## src/rtl/serial_receiver_pkg.sv

```systemverilog
// Shared definitions for the serial receiver slice: frame width, receiver
// state encoding and the Hamming(7,4) syndrome helper.
package serial_receiver_pkg;

    localparam int FRAME_WIDTH = 7;
    localparam int SYND_W      = 3;

    typedef enum logic {
        IDLE    = 1'b0,
        COLLECT = 1'b1
    } rx_state_t;

    // Syndrome of a 7-bit Hamming word; positions 1, 2 and 4 are parity bits.
    function automatic logic [SYND_W-1:0] hamming_syndrome(input logic [1:FRAME_WIDTH] w);
        logic s1;
        logic s2;
        logic s4;
        s1 = w[1] ^ w[3] ^ w[5] ^ w[7];
        s2 = w[2] ^ w[3] ^ w[6] ^ w[7];
        s4 = w[4] ^ w[5] ^ w[6] ^ w[7];
        return {s4, s2, s1};
    endfunction

endpackage

```

## src/rtl/serial_receiver_hamming7_corrector.sv

```systemverilog
// Purely combinational Hamming(7,4) single-error corrector. A nonzero
// syndrome names the position (1..7) of the flipped bit.
module hamming7_corrector
    import serial_receiver_pkg::*;
(
    input  logic [1:FRAME_WIDTH] word,
    output logic [1:FRAME_WIDTH] fixed_word,
    output logic [SYND_W-1:0]    syndrome
);

    // Syndrome straight from the parity equations.
    always_comb begin
        syndrome = hamming_syndrome(word);
    end

    // Flip the bit the syndrome points at; syndrome 0 leaves the word as is.
    always_comb begin
        fixed_word = word;
        for (int i = 1; i <= FRAME_WIDTH; i++) begin
            if (syndrome == SYND_W'(i)) begin
                fixed_word[i] = ~word[i];
            end
        end
    end

endmodule

```

## src/rtl/serial_receiver.sv

```systemverilog
// Serial-to-parallel frame receiver. Bits arrive on data_line, one per cycle
// in which strobe is high; the first bit lands in data_out[1].
// Optional macro HAMMING_CORRECT_EN: treat each 7-bit word as Hamming(7,4),
// correct a single-bit error before loading data_out and report
// syndrome/corrected (WIDTH must then be 7).
//
// Link protocol: strobe is a qualifier with no back-pressure. Every cycle
// with strobe = 1 carries exactly one frame bit; data_line is don't-care
// when strobe = 0. A frame is WIDTH consecutive strobed cycles; strobe
// dropping inside a frame aborts it (frame_err pulse). Outputs word_valid
// and frame_err are single-cycle pulses with no acknowledgement.
module serial_receiver
    import serial_receiver_pkg::*;
#(
    parameter int WIDTH = FRAME_WIDTH
)
(
    input  logic             clk,
    input  logic             rst,
    input  logic             data_line,
    input  logic             strobe,
    output logic [1:WIDTH]   data_out,
    output logic             word_valid,
    output logic             frame_err,
    output logic             busy
`ifdef HAMMING_CORRECT_EN
    ,
    output logic [SYND_W-1:0] syndrome,
    output logic             corrected
`endif
);

    localparam int CNT_W = (WIDTH > 1) ? $clog2(WIDTH) : 1;
    localparam logic [CNT_W-1:0] LAST_CNT = CNT_W'(WIDTH - 1);

    rx_state_t         state;
    logic [CNT_W-1:0]  cnt;
    logic [1:WIDTH]    shift_buf;
    logic [1:WIDTH]    word_next;

    // Complete word as it stands once the final bit is merged in.
    always_comb begin
        word_next = {shift_buf[1:WIDTH-1], data_line};
    end

`ifdef HAMMING_CORRECT_EN
    logic [1:WIDTH]      fixed_word;
    logic [SYND_W-1:0]   synd_next;

    hamming7_corrector u_corrector (
        .word       (word_next),
        .fixed_word (fixed_word),
        .syndrome   (synd_next)
    );
`endif

    // Receiver FSM: collects strobed bits, loads data_out on the final bit
    // and raises the single-cycle status pulses.
    always_ff @(posedge clk) begin
        if (rst) begin
            state      <= IDLE;
            cnt        <= '0;
            shift_buf  <= '0;
            data_out   <= '0;
            word_valid <= 1'b0;
            frame_err  <= 1'b0;
            busy       <= 1'b0;
`ifdef HAMMING_CORRECT_EN
            syndrome   <= '0;
            corrected  <= 1'b0;
`endif
        end else begin
            word_valid <= 1'b0;
            frame_err  <= 1'b0;
            case (state)
                IDLE: begin
                    if (strobe) begin
                        shift_buf[1] <= data_line;
                        cnt          <= CNT_W'(1);
                        state        <= COLLECT;
                        busy         <= 1'b1;
                    end
                end
                COLLECT: begin
                    if (strobe) begin
                        for (int i = 1; i <= WIDTH; i++) begin
                            if (i == int'(cnt) + 1) begin
                                shift_buf[i] <= data_line;
                            end
                        end
                        if (cnt == LAST_CNT) begin
`ifdef HAMMING_CORRECT_EN
                            data_out  <= fixed_word;
                            syndrome  <= synd_next;
                            corrected <= |synd_next;
`else
                            data_out  <= word_next;
`endif
                            word_valid <= 1'b1;
                            cnt        <= '0;
                            state      <= IDLE;
                            busy       <= 1'b0;
                        end else begin
                            cnt <= cnt + CNT_W'(1);
                        end
                    end else begin
                        // Frame aborted: drop the partial word, keep data_out.
                        frame_err <= 1'b1;
                        cnt       <= '0;
                        state     <= IDLE;
                        busy      <= 1'b0;
                    end
                end
                default: begin
                    cnt   <= '0;
                    state <= IDLE;
                    busy  <= 1'b0;
                end
            endcase
        end
    end

endmodule

```

## config.mk

```make
export PLATFORM = sky130hd
export DESIGN_NAME = serial_receiver
export DESIGN_NICKNAME = d
export VERILOG_FILES = /design/src/rtl/serial_receiver_pkg.sv /design/src/rtl/serial_receiver_hamming7_corrector.sv /design/src/rtl/serial_receiver.sv
export SDC_FILE = /design/constraint.sdc
export NUM_CORES = 1
export LEC_CHECK = 0
export BUFFER_PORTS_ARGS = -buffer_cell sky130_fd_sc_hd__buf_4
export CAP_MARGIN = 25
export CORE_ASPECT_RATIO = 1.4
export CORE_UTILIZATION = 43
export DETAILED_ROUTE_END_ITERATION = 10
export SYNTH_ARGS = -nofsm -noshare
export SYNTH_HDL_FRONTEND = slang
export SYNTH_SLANG_ARGS = --single-unit
```

## constraint.sdc

```tcl
create_clock -name clk -period 1.6 [get_ports clk]
set_input_delay 0.4 -clock clk [delete_from_list [all_inputs] [get_ports clk]]
set_output_delay 0.4 -clock clk [all_outputs]
set_load 0.05 [all_outputs]
```

## Word level (Yosys, flattened, before mapping)

Index checks and enable logic that the tools add are counted.

- Bits in registers: 21
- Latch bits: 0
- Bits in writable memories: 0
- ROM bits: 0
- Bits of input ports: 4
- Output and inout bits: 10
- Word-level logic and storage cells: 64
- Memories kept: 0

- Add/sub/neg operators: 2
- Multipliers: 0
- Divide/modulo/power cells: 0
- Order comparisons: 0
- Equal/unequal tests: 12
- Shift operators: 0
- Mux-type cells: 24
- Bitwise gates (word level): 2
- Reduce and logical (&&, ||, !) cells: 11

Operators with widths:

| operator | number |
|---|---|
| $eq A4 B32 Y1 const A | 3 |
| $eq A3 B32 Y1 const A | 2 |
| $eq A2 B32 Y1 const A | 1 |
| $reduce_and A3 Y1 | 8 |
| $mux W1 | 16 |
| $mux W3 | 3 |
| $mux W7 | 1 |
| $pmux W1 S2 | 3 |
| $pmux W3 S2 | 1 |
| $add A3 B1 Y4 const B | 1 |
| $eq A3 B4 Y1 const A | 1 |
| $ne A2 B2 Y1 const B | 2 |
| $add A3 B1 Y3 const B | 1 |
| $eq A3 B3 Y1 const B | 1 |
| $ne A3 B2 Y1 const B | 1 |
| $reduce_or A3 Y1 | 1 |
| $ne A2 B1 Y1 const B | 1 |
| $not A1 Y1 | 2 |
| $reduce_and A2 Y1 | 1 |
| $reduce_or A2 Y1 | 1 |

## Logic depth before layout (Yosys ltp)

Gate-level depths: netlist of the first run.

- Depth after elaboration: 5
- Mapped depth: 4
- Gate-level depth less buffers: 3

## Worst setup path after synthesis of the first run

OpenSTA, ideal clock, no wires.

- Path kind: register to register
- Start point: register state
- End point: register data_out[7] (netlist name)
- Library setup time: 0.124 ns
- Arrival: 1.073 ns
- Data required time: 1.476 ns
- Setup slack: 0.403 ns
- Cell stages (with the launch flop): 5
- Buffers on the path: 1
- Clock period less this slack: 1.197 ns
- Cell sequence: dfxtp_1 > nand2_2 > or3_1 > buf_6 > mux2i_1

- Word-level cells in the longest chain between the ends: 1

RTL lines:

| element | line | text |
|---|---|---|
| start: declaration | serial_receiver.sv:36 | `rx_state_t state;` |
| start signal: assignment | serial_receiver.sv:61 | `state <= IDLE;` |
| start signal: assignment | serial_receiver.sv:80 | `state <= COLLECT;` |
| start signal: assignment | serial_receiver.sv:101 | `state <= IDLE;` |
| $reduce_and A3 Y1 (no source line) | - |  |
| end signal: assignment | serial_receiver.sv:97 | `data_out <= word_next;` |
| end: declaration | serial_receiver.sv:22 | `output logic [1:WIDTH] data_out,` |

Every way passes these cells.
A chain may end at the register's enable or synchronous reset.

## Final worst setup path of the first run

- Start point: register cnt[1]
- End point: register data_out[1] (netlist name)

- Word-level cells in the longest chain between the ends: 2

RTL lines:

| element | line | text |
|---|---|---|
| start: declaration | serial_receiver.sv:37 | `logic [CNT_W-1:0] cnt;` |
| start signal: assignment | serial_receiver.sv:104 | `cnt <= cnt + CNT_W'(1);` |
| $eq A3 B3 Y1 | serial_receiver.sv:91 | `if (cnt == LAST_CNT) begin` |
| $reduce_and A3 Y1 (no source line) | - |  |

Every way passes these cells.

==> flow_summary.json, run 1 <==
{
  "status": "finished clean",
  "ys_ff_latch": 20,
  "setup_viol": 0,
  "antenna_found_initial": 0,
  "via_count": 601,
  "p_leak_nw": 0.410,
  "clk_path_buf_depth": 2,
  "rr_startpoint": "cnt[1]$_SDFFE_PP0P_",
  "arrival_ns": 1.55,
  "yosysMostFrequentCell": "dfxtp_1",
  "ctsResizeCount": 0,
  "ir_drop_mv": 0.420,
  "synth_cell_types": 24,
  "fin_cells": 114,
  "finalNetCount": 101,
  "synth_edf_count": 0,
  "ant_nets": 0,
  "cp.required_ns": 1.78,
  "fillers": 154,
  "internal_power_w": 0.000617,
  "initial_core_util": 0.477,
  "first_pass_iters": 4,
  "drive_gt1_frac": 0.232,
  "critPathKind": "reg -> reg",
  "track_usage": 0.173,
  "seqPwrFrac": 0.642,
  "pre_cts_slack_ns": 0.167,
  "rows": 17,
  "clockPowerShare": 0.286,
  "fin_tns_setup_ns": 0,
  "die_x_um": 38.0,
  "netSwitchingFraction": 0.234,
  "grt_pass1_wl_um": 2390,
  "yosys_warnings": 0,
  "hold_path.class": "in -> reg",
  "synthTopCellsByArea": "dfxtp_1 (51%), mux2i_1 (17%), nand2_1 (7.7%)",
  "wire_per_inst_um": 13.2,
  "syn_nets": 84,
  "syn_inst": 80,
  "grt_pass1_vias": 578,
  "clock-sinks": 20,
  "cts_tree": "done",
  "synthArstFlopShare": 0,
  "die_h_um": 52.4,
  "holdPathEnd": "cnt[1]$_SDFFE_PP0P_",
  "worst_pin_slew_ns": 0.413,
  "dp.final_hpwl_um": 1140,
  "antenna_cells": 0,
  "critPathMaxFanout": 8,
  "syn_area_sq_um": 781,
  "min_from": "rst",
  "place_inst": 111,
  "port_buffers": 13,
  "regToRegSetupSlack_ns": 0.23,
  "reg2regPathDepth": 3,
  "clkTransAtPathRegs_ns": 0.11,
  "fmax_ghz": 0.731,
  "max_slew_margin": 0.723,
  "synthFlopType": "dfxtp_1",
  "layout_setup_ws_ns": 0.232,
  "viasPerCell": 5.27,
  "avgSynthCellArea_sq_um": 9.76,
  "yosys-top-cells-count": "dfxtp_1 (20), nand2_1 (16), mux2i_1 (13)",
  "initialDrtViolationCount": 10,
  "finalHoldViolCount": 0,
  "synth_top_area_share": 0.513,
  "ctsHoldBuffers": 0,
  "cts_setup_buffers": 0,
  "max-cap-violations": 0,
  "finClkSkew_ns": 0.00522,
  "gr-total-overflow": 0,
  "cts_root_buffer": "clkbuf_4",
  "switching_power_w": 0.000189,
  "yosys.area.top_type": "dfxtp_1",
  "grt_max_degree": 13,
  "period_share": 0.855,
  "io_pins": 14,
  "hold_depth": 2,
  "numCtsBuffers": 3,
  "wl_um": 1510,
  "drv_slew": 0,
  "rsz0062_at_grt": "no",
  "area_growth_pct": 18.3,
  "combPwrFrac": 0.072,
  "coreArea_sq_um": 1640,
  "insertion_delay_ns": 0.29,
  "gp_congestion": 0.724,
  "cp-end-kind": "register",
  "htree_levels": 1,
  "cp-startpoint": "cnt[1]$_SDFFE_PP0P_",
  "p_per_area_nw_per_um2": 872,
  "start_kind": "register",
  "fp.dieArea_sq_um": 1990,
  "ys_seq_area_frac": 0.513,
  "finalCriticalPeriod_ns": 1.37,
  "route.detailed.drc": 0,
  "r2r_end": "data_out[1]$_SDFFE_PP0P_"
}
## flip-flops by register name, indices dropped and copies added (netlist names)
name	count
data_out	7
shift_buf	6
cnt	3
busy	1
frame_err	1
state	1
word_valid	1
## worst max-delay path, stage by stage (launching register included)
cell	delay [ns]
dfxtp_1	0.46
nand2_1	0.15
or3_1	0.48
mux2i_1	0.17
## area by class of cell
cell class	instances	area (sq um)	share of cell area
clock buffer	3	22.5	0.0244
inverter	2	7.51	0.00813
multi-input combinational	54	349	0.378
sequential	20	400	0.434
tap	19	23.8	0.0257
timing repair buffer	16	120	0.130
## cells by family after synthesis
kind of cell | Yosys count | synth area share
buf+inv | 6 | 0.0401
compound gates | 10 | 0.0833
flops | 20 | 0.513
simple gates | 31 | 0.197
mux | 13 | 0.167
## how the worst max path moves through the flow
stage,slack [ns],end,cells past startpoint
floorplan,0.40,data_out[7]$_SDFFE_PP0P_,4
global placement,0.18,data_out[7]$_SDFFE_PP0P_,4
detailed placement,0.17,data_out[7]$_SDFFE_PP0P_,4
CTS,0.22,data_out[7]$_SDFFE_PP0P_,3
global route,0.16,data_out[1]$_SDFFE_PP0P_,3
finish,0.23,data_out[1]$_SDFFE_PP0P_,3
## cell usage in the layout, fill, tap and decap left out, drive strengths merged, types with 2 or more instances in the layout
master  instances
clkbuf          3
a21oi           3
buf            16
nor3            3
inv             2
o21ai           3
nor2            3
dfxtp          20
mux2i          13
nand2          17
## power by group through the flow
stage | logic (W) | registers, W | clock network (W)
3_5_place_dp | 0.0000588 | 0.000528 | 0
4_1_cts | 0.0000590 | 0.000517 | 0.000242
6_report | 0.0000583 | 0.000517 | 0.000230
3_3_place_gp | 0.0000580 | 0.000528 | 0
2_1_floorplan | 0.0000321 | 0.000532 | 0
5_1_grt | 0.0000640 | 0.000519 | 0.000262
## metrics by stage
step / total power, W / hold WS, ns / cell area (sq um) / utilization
final: 0.000805 / 0.306 / 923 / 0.564
after global routing: 0.000844 / 0.295 / 923 / 0.564
after CTS: 0.000818 / 0.299 / 923 / 0.564
after detailed placement: 0.000587 / 0.453 / 901 / 0.550
after global placement: 0.000586 / 0.446 / 901 / 0.550
after floorplan: 0.000564 / 0.442 / 781 / -
## routing by layer
layer	track usage	part of all wire	vias up
met4	0.0893	0.020	0
met5	0	0	-
met2	0.313	0.50	9
met3	0.0255	0.023	4
li1	-	-	311
met1	0.185	0.46	277
Power figures use the tool's default switching activity.
==> run 2: changes to the inputs <==
CORE_ASPECT_RATIO = default   (was 1.4)
CORE_UTILIZATION = 50   (was 43)
PLACE_DENSITY = 0.73   (was default)
clock period = 1.8 ns   (was 1.6 ns; I/O delays follow)
==> run 2 against run 1 <==
  * Setup slack improved by 0.19 ns
  * Die area decreased by 13%
  * Highest routed layer unchanged
  * Critical endpoint is now data_out[2]$_SDFFE_PP0P_
  * Flip-flop and latch count stayed put
  * Largest power group unchanged
  * Clock-buffer cell count is 1 higher
  * Critical path depth unchanged
  * Total power is 5.6% lower
  * Largest cell class unchanged
  * Critical path type unchanged
==> flow_summary.json, run 2 (synthesis gave the netlist of run 1 again) <==
{
  "start_kind": "register",
  "cp-end-kind": "register",
  "routed.top_layer": "met4",
  "cts_setup_buffers": 0,
  "met1Wirelength_um": 631,
  "cp-startpoint": "cnt[1]$_SDFFE_PP0P_",
  "setup_viol": 0,
  "grt_pass1_vias": 482,
  "htree_levels": 1,
  "area_growth_pct": 17.5,
  "insertion_delay_ns": 0.30,
  "antenna_cells": 0,
  "finalNetCount": 99,
  "fin_util": 0.663,
  "hold_path.class": "in -> reg",
  "ctsResizeCount": 0,
  "min_from": "rst",
  "numCtsBuffers": 3,
  "p_per_area_nw_per_um2": 829,
  "max-cap-violations": 0,
  "ctsHoldBuffers": 0,
  "antenna_found_initial": 0,
  "critPathKind": "reg -> reg",
  "dr_wl_met3_um": 81,
  "first_pass_iters": 4,
  "top_register": "data_out",
  "path_buf_inv": 0,
  "grt_pass1_wl_um": 2190,
  "grt_max_degree": 13,
  "cp.required_ns": 1.98,
  "route.detailed.drc": 0,
  "track_usage": 0.165,
  "status": "finished clean",
  "wl_met2_um": 599,
  "cts_tree": "done",
  "wl_um": 1320,
  "die_x_um": 41.5,
  "port_buffers": 13,
  "io_pins": 14,
  "clkTransAtPathRegs_ns": 0.11,
  "rows": 13,
  "via_count": 613,
  "fmax_ghz": 0.725,
  "drive_gt1_frac": 0.223,
  "finClkSkew_ns": 0.00871,
  "finalCriticalPeriod_ns": 1.38,
  "coreArea_sq_um": 1380,
  "whs_ns": 0.353,
  "worst_pin_slew_ns": 0.435,
  "cp_slowest_cell": "or3_1",
  "clock-sinks": 20,
  "viasPerCell": 5.62,
  "final_common_cell": "dfxtp_1",
  "fin_tns_setup_ns": 0,
  "ant_nets": 0,
  "cts_root_buffer": "clkbuf_4",
  "die_h_um": 41.5,
  "period_share": 0.766,
  "rsz0062_at_grt": "no",
  "rr_startpoint": "cnt[1]$_SDFFE_PP0P_",
  "gp_congestion": 0.878,
  "arrival_ns": 1.56,
  "initial_core_util": 0.565,
  "reg_top3": "data_out (7), shift_buf (6), cnt (3)",
  "initialDrtViolationCount": 12,
  "path_cells": "nand2_1, or3_1, mux2i_1",
  "clk_path_buf_depth": 2,
  "ir_drop_mv": 0.751,
  "critPathMaxFanout": 8,
  "max_slew_margin": 0.708,
  "max_stage_delay_ns": 0.48,
  "drv_slew": 0,
  "wire_per_inst_um": 12.1,
  "fp.dieArea_sq_um": 1720,
  "p_leak_nw": 0.407,
  "fillers": 119,
  "gr-total-overflow": 0,
  "finalHoldViolCount": 0,
  "dp.final_hpwl_um": 969,
  "largest_reg_flops": 7,
  "regToRegSetupSlack_ns": 0.42,
  "final_cell_mix": "dfxtp_1 (20), nand2_1 (16), buf_4 (14)",
  "crit_family": "simple AND/OR/NAND/NOR gates"
}
## run 2: changes by cell type in the layout (fill, tap and decap cells not counted)
cell,before,now
clkbuf_8,0,1
buf_4,16,14
## run 2: path summary, 6_finish.rpt
kind | end | cells past startpoint
min reg2reg | data_out[6]$_SDFFE_PP0P_ | 2
max reg2reg | data_out[2]$_SDFFE_PP0P_ | 3
max | data_out[2]$_SDFFE_PP0P_ | 3
min | frame_err$_SDFF_PP0_ | 2
## run 2: final cells by class
| cell class | count | area [sq um] | share of cell area |
|---|---|---|---|
| tap | 15 | 18.8 | 0.0205 |
| inverter | 2 | 7.51 | 0.00819 |
| timing repair buffer | 14 | 105 | 0.115 |
| multi-input combinational | 54 | 349 | 0.381 |
| sequential | 20 | 400 | 0.437 |
| clock buffer | 4 | 36.3 | 0.0396 |
## run 2: through the flow
stage / worst slack (ns) / instance area [sq um] / cells / power [W]
floorplan: 0.587 / 781 / 80 / 0.000501
global placement: 0.344 / 881 / 105 / 0.000518
detailed placement: 0.311 / 881 / 105 / 0.000519
CTS: 0.424 / 917 / 109 / 0.000769
finish: 0.421 / 917 / 109 / 0.000760
global route: 0.328 / 917 / 109 / 0.000790
## run 2: per-layer routing
layer,global-route usage,vias to the layer above
li1,-,307
met2,0.238,19
met3,0.0652,2
met4,0.0387,0
met5,0,-
met1,0.232,285
## run 2: power by group
part	internal [W]	switching (W)
Combinational	0.0000188	0.0000307
Clock	0.000123	0.000128
Sequential	0.000450	0.00000926
Total	0.000592	0.000168
## run 2: worst reg2reg max path: stages, from the launching register on
cell	delay [ns]
dfxtp_1	0.46
nand2_1	0.14
or3_1	0.48
mux2i_1	0.17
